`src/rtl/issue_hazard_sched.sv`:
```
// Dual-issue hazard scheduler: late-result interlocks over E/M1/M2 plus HI/LO busy tracking.
// Optional HAZARD_PERF_CNT_EN adds stall / single-issue cycle counters as extra output ports.
module issue_hazard_sched #(
    parameter int MUL_LAT = 3,
    parameter int DIV_LAT = 12
) (
    input  logic            clk,
    input  logic            reset,
    input  logic [1:0]      in_valid,
    input  logic [1:0][4:0] in_ra1,
    input  logic [1:0][4:0] in_ra2,
    input  logic [1:0][4:0] in_rdst,
    input  logic [1:0]      in_regwrite,
    input  logic [1:0]      in_late,
    input  logic [1:0][1:0] in_md_op,
    input  logic [1:0]      in_hilo_rd,
    input  logic            pipe_stall,
    input  logic            flush,
    output logic [1:0]      issue_en,
    output logic            issue_stall,
    output logic            md_busy
`ifdef HAZARD_PERF_CNT_EN
    ,
    output logic [31:0]     perf_stall_cyc,
    output logic [31:0]     perf_single_cyc
`endif
);

    typedef enum logic {MD_IDLE = 1'b0, MD_BUSY = 1'b1} md_state_t;

    // Index 0 = E, 1 = M1, 2 = M2. A producer in M3 is forwardable, so its entry is not retained.
    logic [2:0][1:0]      vld_q, vld_d;
    logic [2:0][1:0]      late_q, late_d;
    logic [2:0][1:0][4:0] rdst_q, rdst_d;
    logic [3:0]           md_cnt_q, md_cnt_d;
    md_state_t            md_state_q, md_state_d;

    logic [1:0] issue_en_s;
    logic [1:0] hazard_s;
    logic [1:0] hilo_ok_s;
    logic       pair_dep_s;
    logic       md_load_s;
    logic [1:0] md_op_s;

    function automatic logic late_hazard(input logic [4:0] r,
                                         input logic [2:0][1:0] vld,
                                         input logic [2:0][1:0] late,
                                         input logic [2:0][1:0][4:0] rdst);
        logic hit;
        hit = 1'b0;
        for (int s = 0; s < 3; s++) begin
            for (int l = 0; l < 2; l++) begin
                hit = hit | (vld[s][l] & late[s][l] & (rdst[s][l] == r));
            end
        end
        return hit & (r != 5'd0);
    endfunction

    // Issue decision for both slots, HI/LO counter and tracking next-state.
    always_comb begin
        issue_en_s = 2'b00;
        for (int i = 0; i < 2; i++) begin
            hazard_s[i]  = late_hazard(in_ra1[i], vld_q, late_q, rdst_q) |
                           late_hazard(in_ra2[i], vld_q, late_q, rdst_q);
            hilo_ok_s[i] = ((in_hilo_rd[i] == 1'b0) && (in_md_op[i] == 2'b00)) || (md_cnt_q == 4'd0);
        end
        pair_dep_s = (in_regwrite[0] && (in_rdst[0] != 5'd0) &&
                      ((in_rdst[0] == in_ra1[1]) || (in_rdst[0] == in_ra2[1]))) ||
                     ((in_md_op[0] != 2'b00) && (in_hilo_rd[1] || (in_md_op[1] != 2'b00))) ||
                     (in_late[0] && in_late[1]);
        issue_en_s[0] = in_valid[0] & ~pipe_stall & ~flush & ~reset & ~hazard_s[0] & hilo_ok_s[0];
        issue_en_s[1] = issue_en_s[0] & in_valid[1] & ~hazard_s[1] & hilo_ok_s[1] & ~pair_dep_s;

        if (issue_en_s[0] && (in_md_op[0] != 2'b00)) begin
            md_op_s = in_md_op[0];
        end else if (issue_en_s[1] && (in_md_op[1] != 2'b00)) begin
            md_op_s = in_md_op[1];
        end else begin
            md_op_s = 2'b00;
        end
        md_load_s = (md_op_s != 2'b00);

        case (md_op_s)
            2'b01:   md_cnt_d = 4'(MUL_LAT);
            2'b10:   md_cnt_d = 4'(DIV_LAT);
            2'b11:   md_cnt_d = 4'd1;
            default: md_cnt_d = (md_cnt_q != 4'd0) ? (md_cnt_q - 4'd1) : md_cnt_q;
        endcase

        case (md_state_q)
            MD_IDLE: md_state_d = md_load_s ? MD_BUSY : MD_IDLE;
            MD_BUSY: md_state_d = (md_cnt_d == 4'd0) ? MD_IDLE : MD_BUSY;
            default: md_state_d = MD_IDLE;
        endcase

        // A flushed E entry is killed, not shifted into M1.
        if (!pipe_stall) begin
            vld_d[2]  = vld_q[1];
            late_d[2] = late_q[1];
            rdst_d[2] = rdst_q[1];
            vld_d[1]  = vld_q[0] & {2{~flush}};
            late_d[1] = late_q[0];
            rdst_d[1] = rdst_q[0];
            vld_d[0]  = issue_en_s;
            late_d[0] = in_late & in_regwrite;
            rdst_d[0] = in_rdst;
        end else begin
            vld_d     = vld_q;
            late_d    = late_q;
            rdst_d    = rdst_q;
            vld_d[0]  = flush ? 2'b00 : vld_q[0];
        end
    end

    // Tracking pipeline, HI/LO counter and md FSM state.
    always_ff @(posedge clk) begin
        if (reset) begin
            vld_q      <= '0;
            late_q     <= '0;
            rdst_q     <= '0;
            md_cnt_q   <= 4'd0;
            md_state_q <= MD_IDLE;
        end else begin
            vld_q      <= vld_d;
            late_q     <= late_d;
            rdst_q     <= rdst_d;
            md_cnt_q   <= md_cnt_d;
            md_state_q <= md_state_d;
        end
    end

    assign issue_en    = issue_en_s;
    assign issue_stall = in_valid[0] & ~issue_en_s[0] & ~pipe_stall & ~flush & ~reset;
    assign md_busy     = (md_state_q == MD_BUSY) & ~reset;

`ifdef HAZARD_PERF_CNT_EN
    logic [31:0] perf_stall_cyc_q, perf_stall_cyc_d;
    logic [31:0] perf_single_cyc_q, perf_single_cyc_d;

    // Performance counter increments; both wrap naturally at 2^32.
    always_comb begin
        perf_stall_cyc_d  = perf_stall_cyc_q + {31'd0, issue_stall};
        perf_single_cyc_d = perf_single_cyc_q +
                            {31'd0, ((issue_en_s == 2'b01) && (in_valid == 2'b11))};
    end

    // Performance counter registers.
    always_ff @(posedge clk) begin
        if (reset) begin
            perf_stall_cyc_q  <= 32'd0;
            perf_single_cyc_q <= 32'd0;
        end else begin
            perf_stall_cyc_q  <= perf_stall_cyc_d;
            perf_single_cyc_q <= perf_single_cyc_d;
        end
    end

    assign perf_stall_cyc  = perf_stall_cyc_q;
    assign perf_single_cyc = perf_single_cyc_q;
`endif

endmodule

```
`config.mk`:
```
export PLATFORM = sky130hd
export DESIGN_NAME = issue_hazard_sched
export DESIGN_NICKNAME = d
export VERILOG_FILES = /design/src/rtl/issue_hazard_sched.sv
export SDC_FILE = /design/constraint.sdc
export NUM_CORES = 1
export LEC_CHECK = 0
export ABC_AREA = 1
export BUFFER_PORTS_ARGS = -buffer_cell sky130_fd_sc_hd__buf_2
export CAP_MARGIN = 0
export CORE_ASPECT_RATIO = 0.75
export CORE_UTILIZATION = 28
export DETAILED_ROUTE_END_ITERATION = 7
export PLACE_DENSITY = 0.53
export SYNTH_ARGS = -nofsm -noshare
export SYNTH_HDL_FRONTEND = slang
export SYNTH_SLANG_ARGS = --single-unit
```
`constraint.sdc`:
```
create_clock -name clk -period 1.8 [get_ports clk]
set_clock_uncertainty 0.1 [all_clocks]
set_input_delay 0 -clock clk [delete_from_list [all_inputs] [get_ports clk]]
set_output_delay 0 -clock clk [all_outputs]
set_load 0.05 [all_outputs]
```
==> results of run 1 <==
through the flow:
step                      worst slack [ns]  cells  hold slack (ns)  area [µm²]
after floorplan                    -0.0153    716          -0.0309        4050
after global placement              -0.195   1026            0.162        5300
after detailed placement            -0.231   1026            0.170        5300
after CTS                           -0.319   1057           0.0188        5780
after global routing                -0.415   1060           0.0494        5870
final                               -0.339   1060           0.0276        5870
flip-flops by register name, indices dropped and copies added, names as in the netlist:
| signal | cells |
|---|---|
| md_state_q | 1 |
| vld_q | 6 |
| rdst_q | 30 |
| md_cnt_q | 4 |
| late_q | 6 |
what timing repair did:
| item | in CTS | in global routing |
|---|---|---|
| pin swaps | 9 | 25 |
| setup buffers | 5 | 4 |
| endpoints found under the setup margin | 8 | 10 |
| gates resized for setup | 45 | 27 |
| hold buffers | 18 | 0 |
| hold endpoints to repair | 19 | 0 |
| gates cloned | 0 | 0 |
final timing paths:
path,start,slack (ns),end
worst max-delay path,rdst_q[29]$_SDFFE_PP0N_,-0.34,issue_stall
worst min-delay path,flush,0.03,vld_q[0]$_SDFFE_PP0P_
worst max register to register,rdst_q[29]$_SDFFE_PP0N_,-0.31,md_state_q$_SDFF_PP0_
worst min register to register,late_q[4]$_SDFFE_PP0N_,0.39,late_q[4]$_SDFFE_PP0N_
cell usage in the layout (no fill, tap or decap), types with 19 or more instances in the layout:
| cell type | Yosys | layout |
|---|---|---|
| dfxtp_1 | 47 | 19 |
| dfxtp_2 | 0 | 20 |
| buf_4 | 5 | 115 |
| nor2_1 | 121 | 115 |
| nand3_1 | 28 | 25 |
| inv_1 | 48 | 30 |
| o21ai_0 | 70 | 66 |
| inv_2 | 27 | 38 |
| xor2_1 | 19 | 19 |
| a21oi_1 | 46 | 42 |
| buf_2 | 12 | 46 |
| o21ai_1 | 25 | 28 |
| nand2_1 | 205 | 198 |
area by class of cell:
cell class                      instances  area [µm²]  area share (%)
Inverter                               76         304            5.18
Clock inverter                          3        23.8           0.405
Tap cell                              175         219            3.73
Multi-Input combinational cell        562        2720            46.3
Clock buffer                            5         125            2.13
Sequential cell                        47         996            17.0
Timing Repair Buffer                  192        1480            25.3
metal layers:
metal	track usage (%)	share of wire (%)	wire, µm
met5	0	0	0
met4	7.46	2.2	382
met3	7.13	10	1790
met2	34.3	39	6790
met1	34.9	49	8530
where the power goes:
group / internal, µW / switching (µW) / leakage [µW]
logic: 712 / 832 / 0.00240
clock network: 522 / 478 / 0.0000664
registers: 1140 / 106 / 0.000400
total: 2380 / 1420 / 0.00287
critical path, cell delays in order (launching register included):
cell	delay, ns
dfxtp_2	0.33
buf_6	0.12
buf_12	0.12
xnor2_1	0.14
o21ai_1	0.08
nor2_1	0.17
nor2_2	0.05
nand2_1	0.07
nand2_2	0.07
nand2_4	0.08
nor2_8	0.05
or2_4	0.23
clkinvlp_4	0.07
buf_8	0.13
kinds of logic (layout without fill, tap and decap cells):
kind of cell	after synthesis	after routing	synth area share, %
simple gates	385	385	39.8
compound gates	149	149	19.5
buf+inv	107	276	11.0
flops	47	47	23.4
xor+xnor	27	27	5.89
fa+ha+maj	1	1	0.312
==> results.txt, run 1 <==
Syn_area_per_cell: 5.60 µm²
Final Hold Viols: 0
Clk sinks: 47
Synth top area share: 23.4%
EDFF count, synth: 0
Final Critical Period: 2.14 ns
PortBufs: 49
Leak: 0.00287 µW
Overall Global Routing Usage: 24.3%
DP HPWL: 13.1 mm
DR pass1 iterations: 5
Vias in the first global route: 4789
Cells on worst reg2reg path: 17
First-pass GRT wire length: 26.9 mm
Syn nets: 763
Wirelength, routed: 17.5 mm
WP data arrival: 2.04 ns
Filler cells: 1502
Area grow syn2layout: 46.3%
H-tree depth: 2
Routability cong.: 0.974
Synth area leaders: dfxtp_1, nand2_1, nor2_1, o21ai_0, a21oi_1
Final WS setup: -0.339 ns
Max cap viols: 0
GR Overflow Total: 0
P per Cell Area: 646 nW/µm²
Ratio of cells with drive above 1 in the final layout: 33.3%
Clk_lat worst skew: 0.31 ns
Clock Path Buffers: 2
Die span in y: 106 µm
Synthesized flop and latch total: 47
VDD IR max: 0.000415 V
Seq/Total Area, Yosys: 23.4%
Violated checks: setup timing
Number of I/O pins: 50
Drc violations: 0
Full die area: 14800 µm²
Post-synth cell types: 36
Root Buffer: clkbuf_16
Hold path cells: 5
FFs w/ async S/R, synth: 0%
Setup violators final: 9
Mapped Area: 4010 µm²
Tightest Hold Check Type: primary input to register
Post-synth top flop: dfxtp_1
Crit start category: register
DRT antenna net count: 0
Relative slew slack: 72.3%
Core area: 13800 µm²
Max Freq: 0.467 GHz
Pwr Total: 3790 µW
Site row count: 37
Worst-margin pin slew: 0.413 ns
Most numerous cell in the Yosys netlist: nand2_1
Yosys warnings: 0
Antenna violations before repair: 0
Final period util: 119%
Final core occ: 42.4%
Num CTS Buffers: 5
DRT iter0 DRCs: 344
Post-Synthesis Cells: 716
Vias/cell: 4.90
Die Width: 140 µm
Ant diodes: 0
CTS clk-pin slew, worst paths: 0.08 ns
WL/cell: 16.5 µm
CP Capture Type: output pin
Critical path type: register to output pin
Largest net degree at the start of global routing: 71
Nets: 931
Slew Limit Fails: 0
Critical path peak fanout: 4
Yosys top cell by area: dfxtp_1
RSZ-0062 raised after global routing: true
Initial Utilization: 29.0%
Status: complete, but fails checks
Top cells by count, synth: nand2_1, nor2_1, o21ai_0
Setup TNS: -2.02 ns
Worst path required time: 1.70 ns
Vias: 5194
CTS tree: done
Power figures use the tool's default switching activity.
==> run 2: changes to the inputs <==
- CORE_ASPECT_RATIO: 0.75 -> 1.1
==> run 2 against run 1 <==
The flow still finishes with violations (setup timing). Combinational power up 16%. Register-to-register slack improved by 0.04 ns. Die area hardly changed. Non-clock buffer count rose by 18. Cell area is 6.1% higher. Critical path depth is 3 higher. Global-route usage is 1.6 points higher. Count of clock-buffer cells in the layout is 1 higher. Total power up 13%. Core utilization increased by 2.4 points. Maximum frequency up 1.2%. Final cell count up 2.9%.
==> results.txt, run 2 (same netlist as run 1, synthesis figures left out) <==
H-tree depth: 2
Critical path's most frequent cell: nand2_1
DRT antenna net count: 0
Critical path type: register to output pin
Cells on worst reg2reg path: 20
Vias/cell: 4.87
Ratio of cells with drive above 1 in the final layout: 38.5%
Drc violations: 0
Routability cong.: 0.960
Nets: 949
Final period util: 117%
Max FFs per register: 30
Final Hold Viols: 0
Final core occ: 44.8%
Die span in y: 128 µm
Overall Global Routing Usage: 25.9%
Number of I/O pins: 50
Antenna violations before repair: 0
Top cell family by delay on the critical path: simple AND/OR/NAND/NOR gates
Final Critical Period: 2.11 ns
Worst-margin pin slew: 0.662 ns
PortBufs: 49
First-pass GRT wire length: 28.4 mm
VDD IR max: 0.000562 V
DR pass1 iterations: 5
GR Overflow Total: 0
Commonest non-fill, non-tap cell in the layout: nand2_1
Full die area: 14800 µm²
Worst Hold Endpoint: vld_q[3]$_SDFFE_PP0N_
Final WS setup: -0.314 ns
Ant diodes: 0
Setup violators final: 8
Vias in the first global route: 5235
Clock Path Buffers: 2
Hold path cells: 4
Die Width: 116 µm
Vias: 5318
Largest stage delay, worst path: 0.33 ns
Max Freq: 0.473 GHz
Crit start category: register
RSZ-0062 raised after global routing: true
Worst Hold Launch: flush
Critical path peak fanout: 6
Root Buffer: clkbuf_16
Status: complete, but fails checks
Wirelength, routed: 18.2 mm
CP max stage cell: dfxtp_2
CP Capture Type: output pin
Area grow syn2layout: 55.2%
R2R Path Start: rdst_q[10]$_SDFFE_PP0N_
Relative slew slack: 55.9%
DRT iter0 DRCs: 332
Core area: 13900 µm²
Slew Limit Fails: 0
CTS tree: done
Tightest Hold Check Type: primary input to register
Site row count: 45
Largest net degree at the start of global routing: 71
Clk_lat worst skew: 0.31 ns
Hold slack: 0.0146 ns
Clk sinks: 47
CTS clk-pin slew, worst paths: 0.07 ns
Max cap viols: 0
Critical path cell sequence: buf_4 -> inv_4 -> nand2_1 -> nand2_1 -> nor2_1 -> nand3_1 -> nand2_1 -> nor2_2 -> nand2_1 -> nand2_2 -> nand2_4 -> nor2_8 -> buf_4 -> nand2_2 -> inv_2 -> buf_8
Filler cells: 1523
Flop-to-flop setup slack: -0.27 ns
WP data arrival: 2.01 ns
P per Cell Area: 687 nW/µm²
Violated checks: setup timing
Worst path required time: 1.70 ns
Buf/Inv on CP: 5
Largest regs: rdst_q: 30 flops, late_q: 6 flops, vld_q: 6 flops
Largest reg by FF count: rdst_q
Leak: 0.00302 µW
DP HPWL: 13.9 mm
WL/cell: 16.7 µm
Most frequent cells in the layout: nand2_1, buf_4, nor2_1
FF-to-FF End: md_state_q$_SDFF_PP0_
Num CTS Buffers: 5
Initial Utilization: 28.9%
==> run 2: timing repair <==
item	4_1_cts	5_1_grt
hold buffers	16	0
setup endpoints to repair	8	9
hold endpoints to repair	17	0
pin swaps	28	17
gates resized for setup	76	47
setup buffers	12	4
==> run 2: report_power, final <==
part | switching, µW | internal, µW | total [µW]
Clock | 452 | 798 | 1250
Sequential | 106 | 1140 | 1250
Combinational | 944 | 835 | 1780
Total | 1500 | 2780 | 4280
==> run 2: worst max-delay path by stage <==
stage | start | slack, ns | depth (start not counted) | endpoint
4_1_cts | rdst_q[2]$_SDFFE_PP0N_ | -0.31 | 14 | issue_stall
6_report | rdst_q[10]$_SDFFE_PP0N_ | -0.31 | 16 | issue_en[1]
5_1_grt | rdst_q[10]$_SDFFE_PP0N_ | -0.41 | 11 | issue_stall
3_3_place_gp | rdst_q[3]$_SDFFE_PP0N_ | -0.31 | 14 | issue_stall
2_1_floorplan | rdst_q[29]$_SDFFE_PP0N_ | -0.02 | 16 | md_state_q$_SDFF_PP0_
3_5_place_dp | rdst_q[3]$_SDFFE_PP0N_ | -0.31 | 14 | issue_stall
==> run 2: worst register-to-register path, delay by kind of cell, from the launching register on <==
kind,cells,cell delay (ns)
AND/OR/NAND/NOR,15,1.13
buffers and inverters,5,0.41
flip-flops,1,0.33
==> run 2: routing by layer <==
metal	global-route usage [%]	up-vias	share of wire, %
met5	0	-	0
met4	15.4	0	5.5
met3	4.41	70	6.8
met2	41.8	233	46
met1	32.2	2372	42
li1	-	2643	-
==> run 2: cell type report <==
class                      count  area (µm²)  share of cell area, %
multi-input combinational    562        2800                   45.0
timing repair buffer         210        1680                   27.0
clock buffer                   6         129                   2.07
inverter                      76         308                   4.94
sequential                    47        1020                   16.3
clock inverter                 2        60.1                  0.964
tap                          188         235                   3.78
==> run 2: through the flow <==
stage / area (µm²) / instances / TNS, ns / power, µW / setup WS [ns]
floorplan: 4050 / 716 / -0.0153 / 2040 / -0.0153
global route: 6230 / 1091 / -2.67 / 4520 / -0.406
detailed placement: 5470 / 1051 / -1.25 / 2770 / -0.307
finish: 6230 / 1091 / -1.87 / 4280 / -0.314
CTS: 6080 / 1087 / -1.60 / 4220 / -0.308
global placement: 5470 / 1051 / -1.30 / 2770 / -0.314
==> run 3: changes to the inputs <==
==> constraint.sdc (replaced) <==
create_clock -name clk -period 1.8 [get_ports clk]
set_clock_uncertainty 0.1 [all_clocks]
set_input_delay 0.27 -clock clk [delete_from_list [all_inputs] [get_ports clk]]
set_output_delay 0.27 -clock clk [all_outputs]
set_load 0.05 [all_outputs]
==> run 3 against run 2 <==
The run still ends with setup timing left. Worst hold slack gained 0.12 ns. Register-to-register slack got worse by 0.16 ns. Critical path depth down 4. Worst setup slack got worse by 0.24 ns. Final cell count fell by 2.3%. Count of clock-buffer cells in the layout fell by 1. Sequential cell count unchanged. Core utilization shrank 2.6 points. Cell area down 5.9%. Sequential share of layout area is 0.81 points higher. Critical endpoint unchanged.
==> results.txt, run 3 (same netlist as run 1, synthesis figures left out) <==
WP data arrival: 1.99 ns
Clock Path Buffers: 2
Top cell family by delay on the critical path: buffers and inverters
Post-route insts no fill: 1066
WP depth: 12
WL/cell: 15.2 µm
Routability cong.: 0.964
Commonest non-fill, non-tap cell in the layout: nand2_1
CP Capture Type: output pin
Die Width: 116 µm
Status: complete, but fails checks
Worst path required time: 1.43 ns
Worst-margin pin slew: 0.676 ns
CTS tree: done
Tightest Hold Check Type: primary input to register
Final Hold Viols: 0
DR pass1 iterations: 5
Buf/Inv on CP: 5
First-pass GRT wire length: 25.5 mm
Nets: 925
Site row count: 45
Hold_buf cts: 0
Initial Utilization: 28.9%
Leak: 0.00287 µW
Ratio of cells with drive above 1 in the final layout: 36.4%
Cells after DPL: 1051
CP max stage cell: dfxtp_2
Largest net degree at the start of global routing: 71
Root Buffer: clkbuf_16
Critical path peak fanout: 4
DP HPWL: 12.5 mm
Drc violations: 0
Wirelength, routed: 16.2 mm
H-tree depth: 2
Overall Global Routing Usage: 22.7%
PortBufs: 49
Hold path cells: 3
DRT iter0 DRCs: 406
Largest reg by FF count: rdst_q
Antenna violations before repair: 0
Cells on worst reg2reg path: 20
Setup TNS: -3.29 ns
Violated checks: setup timing
Clk_lat worst skew: 0.30 ns
Clk sinks: 47
Most frequent cells in the layout: nand2_1, buf_4, nor2_1
Max cap viols: 0
Vias: 5083
Core area: 13900 µm²
Area grow syn2layout: 46.1%
DRT antenna net count: 0
Largest regs: rdst_q: 30 flops, late_q: 6 flops, vld_q: 6 flops
Full die area: 14800 µm²
Relative slew slack: 55.0%
Slew Limit Fails: 0
Largest stage delay, worst path: 0.34 ns
Critical path cell sequence: buf_12 -> buf_6 -> xor2_1 -> nor2_1 -> nand3_1 -> nand2_1 -> inv_2 -> a21oi_4 -> nor2_4 -> nand2_2 -> clkinvlp_4 -> buf_8
RSZ-0062 raised after global routing: true
Final Critical Period: 2.36 ns
Number of I/O pins: 50
Critical path type: register to output pin
Ant diodes: 0
P per Cell Area: 654 nW/µm²
Crit start category: register
Final period util: 131%
Vias/cell: 4.77
Max FFs per register: 30
CTS clk-pin slew, worst paths: 0.07 ns
Die span in y: 128 µm
VDD IR max: 0.000433 V
Setup violators final: 9
Vias in the first global route: 4713
Max Freq: 0.424 GHz
Flop-to-flop setup slack: -0.43 ns
Final WS setup: -0.559 ns
Num CTS Buffers: 5
GR Overflow Total: 0
-- run 3: cell types whose count changed in the layout (fill, tap and decap cells not counted), moves of 3 or more --
cell / previous run / this run
nor2_2: 11 / 8
nand3_1: 23 / 26
dlygate4sd3_1: 16 / 0
nand2_1: 188 / 196
buf_4: 127 / 122
o21ai_0: 61 / 64
inv_1: 23 / 26
nor2_1: 112 / 115
buf_12: 10 / 6
dfxtp_2: 21 / 26
dfxtp_4: 13 / 8
inv_2: 44 / 40
nand3_2: 7 / 4
nand2_2: 17 / 11
-- run 3: through the flow --
stage / hold WS (ns) / area [µm²] / total power (µW) / utilization (%) / worst slack, ns
floorplan: 0.239 / 4080 / 2030 / - / -0.216
global placement: 0.368 / 5420 / 2640 / 38.9 / -0.482
detailed placement: 0.372 / 5420 / 2640 / 38.9 / -0.478
CTS: 0.136 / 5680 / 3780 / 40.9 / -0.554
global route: 0.165 / 5860 / 4080 / 42.2 / -0.665
finish: 0.130 / 5860 / 3830 / 42.2 / -0.559
-- run 3: area by class of cell --
class                      instances  area (µm²)
clock inverter                     2        37.5
inverter                          76         312
multi-input combinational        562        2740
timing repair buffer             186        1410
tap                              188         235
clock buffer                       5         125
sequential                        47        1000
fill                            1514        8050
-- run 3: layer usage --
layer	vias to the layer above	track usage [%]	part of all wire (%)
li1	2595	-	-
met5	-	0	0
met2	189	36.6	46
met4	0	5.35	1.3
met1	2284	32.0	46
met3	15	2.66	6.7
-- run 3: path summary, 6_finish.rpt --
check                         start                endpoint
max          rdst_q[8]$_SDFFE_PP0N_             issue_en[1]
min                  in_regwrite[1]  late_q[1]$_SDFFE_PP0N_
max reg2reg   vld_q[1]$_SDFFE_PP0P_   md_state_q$_SDFF_PP0_
min reg2reg   vld_q[5]$_SDFFE_PP0N_   vld_q[5]$_SDFFE_PP0N_
-- run 3: what timing repair did --
| action | 4_1_cts | 5_1_grt |
|---|---|---|
| setup endpoints to repair | 9 | 10 |
| pin swaps | 14 | 21 |
| gates resized for setup | 52 | 48 |
| setup buffers | 1 | 7 |
-- run 3: worst reg2reg max path, cell delays in order, from the launching register on --
cell	delay, ns
dfxtp_2	0.34
nand2_1	0.07
inv_2	0.10
buf_4	0.12
nand2_1	0.04
nor2_1	0.12
nand3_1	0.10
nand2_1	0.09
nor2_2	0.05
nand2_1	0.10
nand2_2	0.08
buf_4	0.13
buf_4	0.12
nand4_1	0.07
nand2_1	0.09
nand2_4	0.08
nand2_1	0.07
nor2_1	0.11
nand3_1	0.07
nand2_1	0.06
inv_1	0.03
-- run 3: power breakdown --
part	total, µW	switching, µW	internal [µW]	leakage [µW]
Clock	1100	448	649	0.0000759
Sequential	1250	105	1140	0.000402
Combinational	1490	813	673	0.00239
